--- config.mk ---
export PLATFORM = sky130hd
export DESIGN_NAME = axi_sram_write_slave_flat
export DESIGN_NICKNAME = d
export VERILOG_FILES = /design/src/rtl/axi_sram_write_slave_if.sv /design/src/rtl/axi_sram_write_slave.sv /design/src/flat_wrapper.sv
export SDC_FILE = /design/constraint.sdc
export NUM_CORES = 1
export LEC_CHECK = 0
export ABC_CLOCK_PERIOD_IN_PS = 4100
export CAP_MARGIN = 25
export CORE_MARGIN = 2
export CORE_UTILIZATION = 42
export CTS_CLUSTER_DIAMETER = 200
export CTS_CLUSTER_SIZE = 24
export DETAILED_ROUTE_END_ITERATION = 10
export GPL_ROUTABILITY_DRIVEN = 0
export PLACE_DENSITY = 0.66
export SLEW_MARGIN = 10
export SYNTH_ARGS = -nofsm -noshare
export SYNTH_HDL_FRONTEND = slang
export SYNTH_SLANG_ARGS = --single-unit
--- constraint.sdc ---
create_clock -name ACLK -period 4.1 [get_ports ACLK]
set_clock_uncertainty 0.15 [all_clocks]
set_input_delay 0.82 -clock ACLK [delete_from_list [all_inputs] [get_ports ACLK]]
set_output_delay 0.82 -clock ACLK [all_outputs]
set_load 0.02 [all_outputs]
--- src/rtl/axi_sram_write_slave_if.sv ---
// AXI4 write-address, write-data and write-response channels between an
// interconnect master port and an SRAM-backed write slave.
interface axi_sram_write_slave_if #(
  parameter int IDS_W  = 8,
  parameter int ADDR_W = 32,
  parameter int DATA_W = 32,
  parameter int LEN_W  = 4
);
  logic [IDS_W-1:0]    AWID;
  logic [ADDR_W-1:0]   AWADDR;
  logic [LEN_W-1:0]    AWLEN;
  logic [2:0]          AWSIZE;
  logic [1:0]          AWBURST;
  logic                AWVALID;
  logic                AWREADY;
  logic [DATA_W-1:0]   WDATA;
  logic [DATA_W/8-1:0] WSTRB;
  logic                WLAST;
  logic                WVALID;
  logic                WREADY;
  logic [IDS_W-1:0]    BID;
  logic [1:0]          BRESP;
  logic                BVALID;
  logic                BREADY;

  modport slave (
    input  AWID, AWADDR, AWLEN, AWSIZE, AWBURST, AWVALID,
    output AWREADY,
    input  WDATA, WSTRB, WLAST, WVALID,
    output WREADY,
    output BID, BRESP, BVALID,
    input  BREADY
  );

  modport master (
    output AWID, AWADDR, AWLEN, AWSIZE, AWBURST, AWVALID,
    input  AWREADY,
    output WDATA, WSTRB, WLAST, WVALID,
    input  WREADY,
    input  BID, BRESP, BVALID,
    output BREADY
  );
endinterface

--- src/rtl/axi_sram_write_slave.sv ---
// AXI4 write responder: one burst at a time, registered byte-enabled writes
// into a single-port SRAM, one B response per burst.
module axi_sram_write_slave #(
  parameter int IDS_W  = 8,
  parameter int ADDR_W = 32,
  parameter int DATA_W = 32,
  parameter int LEN_W  = 4,
  parameter int MEM_AW = 14
) (
  input  logic                ACLK,
  input  logic                ARESETn,
  axi_sram_write_slave_if.slave axi,
  output logic [DATA_W/8-1:0] mem_we,
  output logic [MEM_AW-1:0]   mem_addr,
  output logic [DATA_W-1:0]   mem_wdata
);
  localparam int STRB_W = DATA_W / 8;
  localparam logic [1:0] BURST_FIXED = 2'b00;
  localparam logic [1:0] BURST_INCR  = 2'b01;
  localparam logic [1:0] BURST_WRAP  = 2'b10;

  typedef enum logic [1:0] {ST_IDLE, ST_DATA, ST_RESP} state_e;

  state_e            state_q, state_d;
  logic [IDS_W-1:0]  id_q, id_d;
  logic [ADDR_W-1:0] addr_q, addr_d;
  logic [LEN_W-1:0]  len_q, len_d;
  logic [2:0]        size_q, size_d;
  logic [1:0]        burst_q, burst_d;
  logic [LEN_W-1:0]  cnt_q, cnt_d;
  logic              err_q, err_d;
  logic [STRB_W-1:0] mem_we_q, mem_we_d;
  logic [MEM_AW-1:0] mem_addr_q, mem_addr_d;
  logic [DATA_W-1:0] mem_wdata_q, mem_wdata_d;

  logic [LEN_W-1:0]  awlen_p1;
  logic              wrap_bad;
  logic [ADDR_W-1:0] incr, wrap_mask, next_addr;
  logic              in_range, at_last;

  // Illegal WRAP lengths are demoted to INCR at AW time so the data phase
  // only ever sees a legal power-of-two wrap window.
  assign awlen_p1 = axi.AWLEN + LEN_W'(1);
  assign wrap_bad = (axi.AWBURST == BURST_WRAP) &&
                    ((axi.AWLEN == '0) || ((axi.AWLEN & awlen_p1) != '0));

  assign incr      = ADDR_W'(1) << size_q;
  assign wrap_mask = ((ADDR_W'(len_q) + ADDR_W'(1)) << size_q) - ADDR_W'(1);
  assign in_range  = (addr_q[ADDR_W-1:MEM_AW+2] == '0);
  assign at_last   = (cnt_q == len_q);

  always_comb begin
    next_addr = addr_q + incr;
    if (burst_q == BURST_FIXED)
      next_addr = addr_q;
    else if (burst_q == BURST_WRAP)
      next_addr = (addr_q & ~wrap_mask) | ((addr_q + incr) & wrap_mask);
  end

  always_comb begin
    state_d     = state_q;
    id_d        = id_q;
    addr_d      = addr_q;
    len_d       = len_q;
    size_d      = size_q;
    burst_d     = burst_q;
    cnt_d       = cnt_q;
    err_d       = err_q;
    mem_we_d    = '0;
    mem_addr_d  = mem_addr_q;
    mem_wdata_d = mem_wdata_q;
    case (state_q)
      ST_IDLE: begin
        if (axi.AWVALID) begin
          id_d    = axi.AWID;
          addr_d  = axi.AWADDR;
          len_d   = axi.AWLEN;
          size_d  = axi.AWSIZE;
          burst_d = wrap_bad ? BURST_INCR : axi.AWBURST;
          cnt_d   = '0;
          err_d   = wrap_bad || (axi.AWSIZE > 3'd2);
          state_d = ST_DATA;
        end
      end
      ST_DATA: begin
        if (axi.WVALID) begin
          cnt_d       = cnt_q + LEN_W'(1);
          addr_d      = next_addr;
          mem_addr_d  = addr_q[MEM_AW+1:2];
          mem_wdata_d = axi.WDATA;
          if (in_range && (size_q <= 3'd2))
            mem_we_d = axi.WSTRB;
          if (!in_range || (axi.WLAST != at_last))
            err_d = 1'b1;
          if (axi.WLAST || at_last)
            state_d = ST_RESP;
        end
      end
      ST_RESP: begin
        if (axi.BREADY)
          state_d = ST_IDLE;
      end
      default: state_d = ST_IDLE;
    endcase
  end

  always_ff @(posedge ACLK or negedge ARESETn) begin
    if (!ARESETn) begin
      state_q     <= ST_IDLE;
      id_q        <= '0;
      addr_q      <= '0;
      len_q       <= '0;
      size_q      <= '0;
      burst_q     <= '0;
      cnt_q       <= '0;
      err_q       <= 1'b0;
      mem_we_q    <= '0;
      mem_addr_q  <= '0;
      mem_wdata_q <= '0;
    end else begin
      state_q     <= state_d;
      id_q        <= id_d;
      addr_q      <= addr_d;
      len_q       <= len_d;
      size_q      <= size_d;
      burst_q     <= burst_d;
      cnt_q       <= cnt_d;
      err_q       <= err_d;
      mem_we_q    <= mem_we_d;
      mem_addr_q  <= mem_addr_d;
      mem_wdata_q <= mem_wdata_d;
    end
  end

  assign axi.AWREADY = (state_q == ST_IDLE);
  assign axi.WREADY  = (state_q == ST_DATA);
  assign axi.BVALID  = (state_q == ST_RESP);
  assign axi.BID     = id_q;
  assign axi.BRESP   = ((state_q == ST_RESP) && err_q) ? 2'b10 : 2'b00;
  assign mem_we      = mem_we_q;
  assign mem_addr    = mem_addr_q;
  assign mem_wdata   = mem_wdata_q;
endmodule

--- src/flat_wrapper.sv ---
// flat-port wrapper written by rule: the top's interface ports become plain ports
module axi_sram_write_slave_flat 
#(
  parameter int IDS_W  = 8,
  parameter int ADDR_W = 32,
  parameter int DATA_W = 32,
  parameter int LEN_W  = 4,
  parameter int MEM_AW = 14
)
  (ACLK, ARESETn, mem_we, mem_addr, mem_wdata, axi_AWID, axi_AWADDR, axi_AWLEN, axi_AWSIZE, axi_AWBURST, axi_AWVALID, axi_AWREADY, axi_WDATA, axi_WSTRB, axi_WLAST, axi_WVALID, axi_WREADY, axi_BID, axi_BRESP, axi_BVALID, axi_BREADY);
  axi_sram_write_slave_if #(.IDS_W(IDS_W), .ADDR_W(ADDR_W), .DATA_W(DATA_W), .LEN_W(LEN_W)) axi_i ();
  input  logic ACLK;
  input  logic ARESETn;
  output logic [DATA_W/8-1:0] mem_we;
  output logic [MEM_AW-1:0] mem_addr;
  output logic [DATA_W-1:0] mem_wdata;
  input wire logic [$bits(axi_i.AWID)-1:0] axi_AWID;
  input wire logic [$bits(axi_i.AWADDR)-1:0] axi_AWADDR;
  input wire logic [$bits(axi_i.AWLEN)-1:0] axi_AWLEN;
  input wire logic [$bits(axi_i.AWSIZE)-1:0] axi_AWSIZE;
  input wire logic [$bits(axi_i.AWBURST)-1:0] axi_AWBURST;
  input wire logic [$bits(axi_i.AWVALID)-1:0] axi_AWVALID;
  output wire logic [$bits(axi_i.AWREADY)-1:0] axi_AWREADY;
  input wire logic [$bits(axi_i.WDATA)-1:0] axi_WDATA;
  input wire logic [$bits(axi_i.WSTRB)-1:0] axi_WSTRB;
  input wire logic [$bits(axi_i.WLAST)-1:0] axi_WLAST;
  input wire logic [$bits(axi_i.WVALID)-1:0] axi_WVALID;
  output wire logic [$bits(axi_i.WREADY)-1:0] axi_WREADY;
  output wire logic [$bits(axi_i.BID)-1:0] axi_BID;
  output wire logic [$bits(axi_i.BRESP)-1:0] axi_BRESP;
  output wire logic [$bits(axi_i.BVALID)-1:0] axi_BVALID;
  input wire logic [$bits(axi_i.BREADY)-1:0] axi_BREADY;
  assign axi_i.AWID = axi_AWID;
  assign axi_i.AWADDR = axi_AWADDR;
  assign axi_i.AWLEN = axi_AWLEN;
  assign axi_i.AWSIZE = axi_AWSIZE;
  assign axi_i.AWBURST = axi_AWBURST;
  assign axi_i.AWVALID = axi_AWVALID;
  assign axi_AWREADY = axi_i.AWREADY;
  assign axi_i.WDATA = axi_WDATA;
  assign axi_i.WSTRB = axi_WSTRB;
  assign axi_i.WLAST = axi_WLAST;
  assign axi_i.WVALID = axi_WVALID;
  assign axi_WREADY = axi_i.WREADY;
  assign axi_BID = axi_i.BID;
  assign axi_BRESP = axi_i.BRESP;
  assign axi_BVALID = axi_i.BVALID;
  assign axi_i.BREADY = axi_BREADY;
  axi_sram_write_slave #(.IDS_W(IDS_W), .ADDR_W(ADDR_W), .DATA_W(DATA_W), .LEN_W(LEN_W), .MEM_AW(MEM_AW)) u_core (.ACLK(ACLK), .ARESETn(ARESETn), .axi(axi_i), .mem_we(mem_we), .mem_addr(mem_addr), .mem_wdata(mem_wdata));
endmodule
; Word-level counts from Yosys, hierarchy flattened
; Cells that the tools add are included.
[word_totals]
reg_bits = 106
latch_bits = 0
ram_bits = 0
romBits = 0
input_bits = 91
out_inout_bits = 63
elab_cells = 79
mem_count = 0
[op_classes]
addsub = 5
n_mul = 0
div = 0
magnitude_cmp = 2
n_eq_ne = 12
shifts = 2
mux = 22
bitwise_logic = 5
reduce_logical = 20
[op_table]
columns = op, n
row1 = $mux 32, 4
row2 = $and 32x32->32, 2
row3 = $pmux 32 s2, 1
row4 = $add 32x32->32, 1
row5 = $not 32->32, 1
row6 = $or 32x32->32, 1
row7 = $shl 1x3->32 const A, 1
row8 = $shl 32x3->32, 1
row9 = $sub 32x1->32 const B, 1
row10 = $mux 4, 5
row11 = $logic_not 16->1, 1
row12 = $mux 2, 6
row13 = $reduce_and 4->1, 3
row14 = $add 4x1->4 const B, 2
row15 = $pmux 4 s2, 1
row16 = $eq 2x2->1 const B, 3
row17 = $ne 2x1->1 const B, 3
row18 = $ne 2x2->1 const B, 3
row19 = $pmux 2 s3, 1
row20 = $add 4x1->5 const B, 1
row21 = $and 4x4->4, 1
row22 = $eq 4x4->1, 1
row23 = $logic_not 2->1, 2
row24 = $logic_not 4->1, 1
row25 = 13 further kinds, 21

; Depth between registers and ports, before layout
; Gate-level depths: netlist of the first run.
[depth]
word_depth = 10
depth_mapped = 14
mapped_depth_nobuf = 12

; Worst setup path before layout of the first run
; Ideal clock, no wire load.
[synth_path]
kind = reg-to-reg
from = register u_core.size_q[2]
to = register with a tool-made name
setup_ns = 0.124
arrival_ns = 3.122
required_ns = 3.826
setup_slack_ns = 0.704
path_stages_with_launch = 14
n_path_buf = 3
synth_period_minus_slack_ns = 3.396
path_cell_list = dfrtp_1 -> buf_2 -> buf_1 -> clkbuf_1 -> nor3_1 -> ha_1 -> nor2b_1 -> o21ai_0 -> a21boi_0 -> o211ai_1 -> nor3_1 -> nand2_1 -> a21o_1 -> a211o_1
[synth_rtl]
columns = element, line
row1 = start: declaration, axi_sram_write_slave.sv:28  ; logic [2:0] size_q, size_d;
row2 = start signal: assignment, axi_sram_write_slave.sv:125  ; size_q <= size_d;

==> run_results.csv, run 1 <==
group,metric,value,unit
critical_path,critPathRequiredTime,4190,ps
floorplanning,ioPinCount,154,
routing,drc,0,
finish,syn_to_final_growth,32.1,%
status,outcome,"finished clean",
global_route,met3_usage,6.76,%
logic_synthesis,syn_nets,753,
logic_synthesis,synthFlopType,"dfrtp_1",
logic_synthesis,yosys_warnings,0,
logic_synthesis,synthMuxAreaShare,9.05,%
logic_synthesis,synth-xor-area-share,2.25,%
critical_path,r2r_start,"u_core.size_q[0]",
global_route,grt_most_used_layer,"met2",
timing,finalHoldViolations,0,
global_route,met2_usage,37.9,%
routing,detail_route.iter0.violations,422,
critical_path,arrival,3800,ps
logic_synthesis,ys_ff_latch,106,
timing,totalNegativeSetupSlack,0,ps
floorplanning,die_area,0.0157,sq mm
critical_path,critPathKind,"reg2reg",
routing,viasPerCell,5.72,
critical_path,cp_max_fo,7,
floorplanning,core_area,0.0145,sq mm
global_route,grt_pass1_wl,29300,um
routing,ant_nets,0,
global_route,grt_pass1_vias,5796,
logic_synthesis,synthCells,648,
global_route,grt_use_met1,29.5,%
finish,nFillCells,1296,
routing,wirelength,17800,um
floorplanning,die_y,125,um
finish,num-nets-final,894,
placement,hpwlAfterDp,13100,um
power,leakagePower,3.43,nW
clock_network,root_buffer,"clkbuf_16",
timing,timing.fmax,269,MHz
clock_network,cts.repair.resized,0,
placement,io_buffers,152,
timing,period_minus_slack,3710,ps
timing,fin_crit_sh,90.5,%
clock_network,cts_buffers,9,
logic_synthesis,synth_top_family_by_area,"compound AO/OA/AOI/OAI gates",
routing,drt-pass1-iter-count,5,
power,p_per_area,848,mW/mm^2
critical_path,cp-startpoint,"u_core.size_q[0]",
clock_network,clock-sinks,106,
routing,wl_per_cell,18.2,um
clock_network,clk_pin_slew,70,ps
logic_synthesis,synth.distinct_cells,82,
global_route,grt_max_degree,74,
logic_synthesis,syn_area,0.00618,sq mm
clock_network,cts_tree,"done",
flow_run,maxCapViolations,0,
global_route,track_usage,23.0,%
floorplanning,row_count,44,
critical_path,crit_path_end_kind,"flop",
logic_synthesis,synth_enable_flop_cells,0,
floorplanning,initial_core_util,42.7,%
logic_synthesis,synthAdderAreaFrac,2.96,%
global_route,grt_overflow,0,
logic_synthesis,synth_compound_area_share,19.5,%
floorplanning,chipWidth,125,um
finish,final_common_cell,"clkdlybuf4s50_1",
timing,slew_violations,0,
clock_network,htreeDepth,3,
timing,rsz0062_at_grt,"no",
logic_synthesis,ys_seq_area_share,42.9,%
clock_network,postCtsSetupBuffers,0,
logic_synthesis,async_reset_ff_share,100,%
logic_synthesis,postSynthAreaPerCell,9.54,sq um
timing,worst_slew_pin_slew,748,ps
timing,setup_violations,0,
finish,drive_gt1_share,12.4,%
power,max-vdd-ir-drop,0.490,mV
critical_path,crit_path_start_kind,"flop",
global_route,antenna_found_initial,1,
finish,n_antenna_cell,0,
finish,final_cell_mix,"clkdlybuf4s50_1, dfrtp_1, nand2_1, mux2_2, o21ai_0",
hold_path,hp-class,"in2async",
timing,maxSlewHeadroom,50.0,%
routing,vias,5592,
logic_synthesis,yosys.area_share.simple,19.4,%
clock_network,clkLatencyLatePin,360,ps
finish,final_util,56.4,%
clock_network,cts_buffer_depth,2,
clock_network,postCtsHoldBufs,0,
routing by layer:
layer  vias to the layer above  routed length (um)  share of wire, %
met5                         -                   0                 0
met3                        28                1510               8.5
met2                       228                8420                47
met1                      2700                7510                42
met4                         0                 352               2.0
li1                       2636                   -                 -
final cells by class:
class / count / area, sq um / share of cell area (%)
Inverter: 15 / 57.6 / 0.705
Clock inverter: 5 / 40.0 / 0.490
Multi-Input combinational cell: 489 / 3290 / 40.3
Sequential cell: 106 / 2650 / 32.5
Tap cell: 184 / 230 / 2.82
Clock buffer: 10 / 239 / 2.93
Timing Repair Buffer: 168 / 1660 / 20.3
cell usage after synthesis, types with 8 or more instances:
library cell,count,share of area [%]
inv_1,14,0.85
clkbuf_1,22,1.3
and3_1,9,0.91
a2bb2oi_1,8,1.1
xnor2_1,11,1.6
nand4_1,12,1.2
o21ai_0,41,3.3
nor2_1,31,1.9
nand3_1,22,1.8
nand2_1,97,5.9
ha_1,13,2.6
mux2_2,47,8.6
dfrtp_1,106,43
a21oi_1,38,3.1
and2_1,16,1.6
through the flow:
step	cells	worst slack (ps)	hold WS (ps)	cell area, sq um	power (W)
2_1_floorplan	648	704	306	6180	0.00470
3_3_place_gp	960	597	313	7850	0.00597
3_5_place_dp	960	451	320	7850	0.00606
4_1_cts	975	429	340	8130	0.00694
5_1_grt	977	117	311	8170	0.00741
6_report	977	388	281	8170	0.00693
path summary, 6_finish.rpt:
check | end | slack (ps) | depth (start not counted)
min in group ACLK | u_core.axi.BID[6] | 330 | 2
max in group asynchronous | u_core.mem_wdata[15] | 2840 | 2
worst min register to register | u_core.axi.BID[6] | 330 | 2
worst min-delay path | u_core.mem_we[1] | 280 | 1
worst max-delay path | flop | 390 | 12
worst max register to register | flop | 390 | 12
cells by family (layout without fill, tap and decap cells):
group	Yosys count	after routing
mux	50	50
flops	106	106
compound gates	171	171
buf+inv	53	198
simple gates	238	238
fa+ha+maj	14	14
xor+xnor	15	15
other cells	1	1
report_power, final:
part | switching (W) | internal [W] | leakage, nW
sequential | 0.000426 | 0.00154 | 1.27
combinational | 0.00230 | 0.00182 | 2.03
clock | 0.000406 | 0.000430 | 0.132
worst max-delay path, cell delays in order (launching register included):
cell and delay, ps:
dfrtp_1 460, nor3_1 350, ha_1 230, inv_1 60
fa_1 420, nor2b_1 180, o21ai_0 120, a21boi_0 410
o211ai_1 310, nor3_1 310, nand2_1 120, a21o_1 190
a211o_1 290
(Power assumes the default switching activity.)
==> run 2: changes to the inputs <==
--- a/config.mk
+++ b/config.mk
@@ -18,3 +18,4 @@
 export SYNTH_ARGS = -nofsm -noshare
 export SYNTH_HDL_FRONTEND = slang
 export SYNTH_SLANG_ARGS = --single-unit
+export TNS_END_PERCENT = 10
==> results of run 2 <==
No change in the layout: final DEF, timing and power equal those of run 1.
==> run 3: changes to the inputs <==
--- a/config.mk
+++ b/config.mk
@@ -7,6 +7,7 @@
 export LEC_CHECK = 0
 export ABC_CLOCK_PERIOD_IN_PS = 4100
 export CAP_MARGIN = 25
+export CORE_ASPECT_RATIO = 0.7
 export CORE_MARGIN = 2
 export CORE_UTILIZATION = 42
 export CTS_CLUSTER_DIAMETER = 200
==> run 3 against run 2 <==
Effect of this change: non-clock buffer count unchanged; clock-buffer cell count stayed put; register-to-register slack gained 40 ps.
==> run_results.csv, run 3 (synthesis gave the netlist of run 1 again) <==
group,metric,value,unit
status,outcome,"finished clean",
finish,n_antenna_cell,0,
critical_path,cp_max_fo,20,
timing,fin_crit_sh,89.5,%
floorplanning,ioPinCount,154,
power,seqPwrFrac,28.5,%
power,leakagePower,3.43,nW
critical_path,crit_path_end_kind,"flop",
finish,drive_gt1_share,12.7,%
clock_network,root_buffer,"clkbuf_16",
global_route,grt_overflow,0,
timing,totalNegativeSetupSlack,0,ps
finish,final_common_cell,"clkdlybuf4s50_1",
timing,rsz0062_at_grt,"no",
floorplanning,die_area,0.0157,sq mm
routing,wirelength,18500,um
finish,num-nets-final,894,
finish,syn_to_final_growth,32.7,%
timing,finalHoldViolations,0,
routing,wl_per_cell,18.7,um
routing,drt-pass1-iter-count,5,
hold_path,hp-class,"in2async",
power,max-vdd-ir-drop,0.393,mV
floorplanning,chipWidth,149,um
power,power_frac_clock,12.7,%
clock_network,htreeDepth,3,
flow_run,maxCapViolations,0,
timing,slew_violations,0,
power,p_per_area,860,mW/mm^2
power,power.total,0.00705,W
power,intPower,0.00382,W
global_route,grt_max_degree,64,
floorplanning,row_count,37,
timing,timing.fmax,273,MHz
timing,setup_violations,0,
global_route,grt_pass1_wl,30200,um
clock_network,postCtsHoldBufs,0,
placement,hpwlAfterDp,13500,um
critical_path,critPathKind,"reg2reg",
finish,final_cell_mix,"clkdlybuf4s50_1, dfrtp_1, nand2_1, mux2_2, o21ai_0",
routing,ant_nets,0,
critical_path,crit_path_start_kind,"flop",
global_route,antenna_found_initial,0,
routing,detail_route.iter0.violations,502,
floorplanning,core_area,0.0145,sq mm
clock_network,clock-sinks,106,
critical_path,critPathRequiredTime,4190,ps
clock_network,cts_tree,"done",
critical_path,arrival,3760,ps
global_route,grt_pass1_vias,5737,
routing,drc,0,
timing,maxSlewHeadroom,31.2,%
floorplanning,die_y,105,um
power,power.net_switching,0.00324,W
clock_network,clkLatencyLatePin,350,ps
floorplanning,initial_core_util,42.5,%
finish,final_util,56.4,%
power,p_comb_share,58.8,%
clock_network,cts_buffers,9,
clock_network,cts_buffer_depth,2,
placement,io_buffers,152,
global_route,track_usage,24.3,%
power,swShare,45.9,%
routing,vias,5636,
timing,worst_slew_pin_slew,1010,ps
clock_network,clk_pin_slew,80,ps
routing,viasPerCell,5.70,
timing,period_minus_slack,3670,ps
-- run 3: cell type report --
| cell class | count | area (sq um) |
|---|---|---|
| fill | 1262 | 6330 |
| multi-input combinational | 489 | 3290 |
| sequential | 106 | 2650 |
| timing repair buffer | 168 | 1650 |
| tap | 195 | 244 |
| clock buffer | 10 | 239 |
| clock inverter | 6 | 63.8 |
| inverter | 15 | 57.6 |
-- run 3: power by group through the flow --
stage,combinational (W),clock (W),sequential (W)
floorplan,0.00253,0,0.00218
global placement,0.00403,0,0.00199
detailed placement,0.00410,0,0.00201
CTS,0.00413,0.000909,0.00200
global route,0.00451,0.000964,0.00209
finish,0.00415,0.000893,0.00201
-- run 3: worst paths after layout --
kind                                   startpoint            endpoint  cells past startpoint  slack (ps)
worst max-delay path             u_core.size_q[1]                flop                     12         430
worst min-delay path                      ARESETn           async pin                      1         320
worst max register to register   u_core.size_q[1]                flop                     12         430
worst min register to register  u_core.axi.BID[6]   u_core.axi.BID[6]                      2         330
max in group asynchronous                 ARESETn  u_core.mem_addr[4]                      2        2740
min in group ACLK               u_core.axi.BID[6]   u_core.axi.BID[6]                      2         330
-- run 3: through the flow --
stage                     cell area [sq um]  setup slack, ps  instances  hold WS [ps]
final                                  8200              432        989           323
after global routing                   8200             89.2        989           360
after CTS                              8200              476        989           338
after detailed placement               7900              520        973           315
after global placement                 7900              660        973           311
after floorplan                        6180              704        648           306
-- run 3: per-layer routing --
metal  wire length [um]  vias to the layer above  GRT usage [%]  part of all wire, %
li1                   -                     2634              -                    -
met1               8240                     2727           33.8                   45
met2               8150                      247           36.7                   44
met3               1840                       28           8.66                  9.9
met4                265                        0           5.24                  1.4
met5                  0                        -              0                    0
-- run 3: repair_timing --
item,4_1_cts,5_1_grt
buffers inserted,0,0
setup endpoints to repair,0,1
resized for setup,0,1
-- run 3: worst max-delay path, cell delays in order, from the launching register on --
cell and delay (ps):
dfrtp_1 700, inv_1 330, nor3_1 260, ha_1 290, nor2b_1 160, o21ai_0 190
a21boi_0 150, buf_4 170, o21ai_0 370, nor2_1 160, and2_1 200, a32o_1 250
a22o_1 170
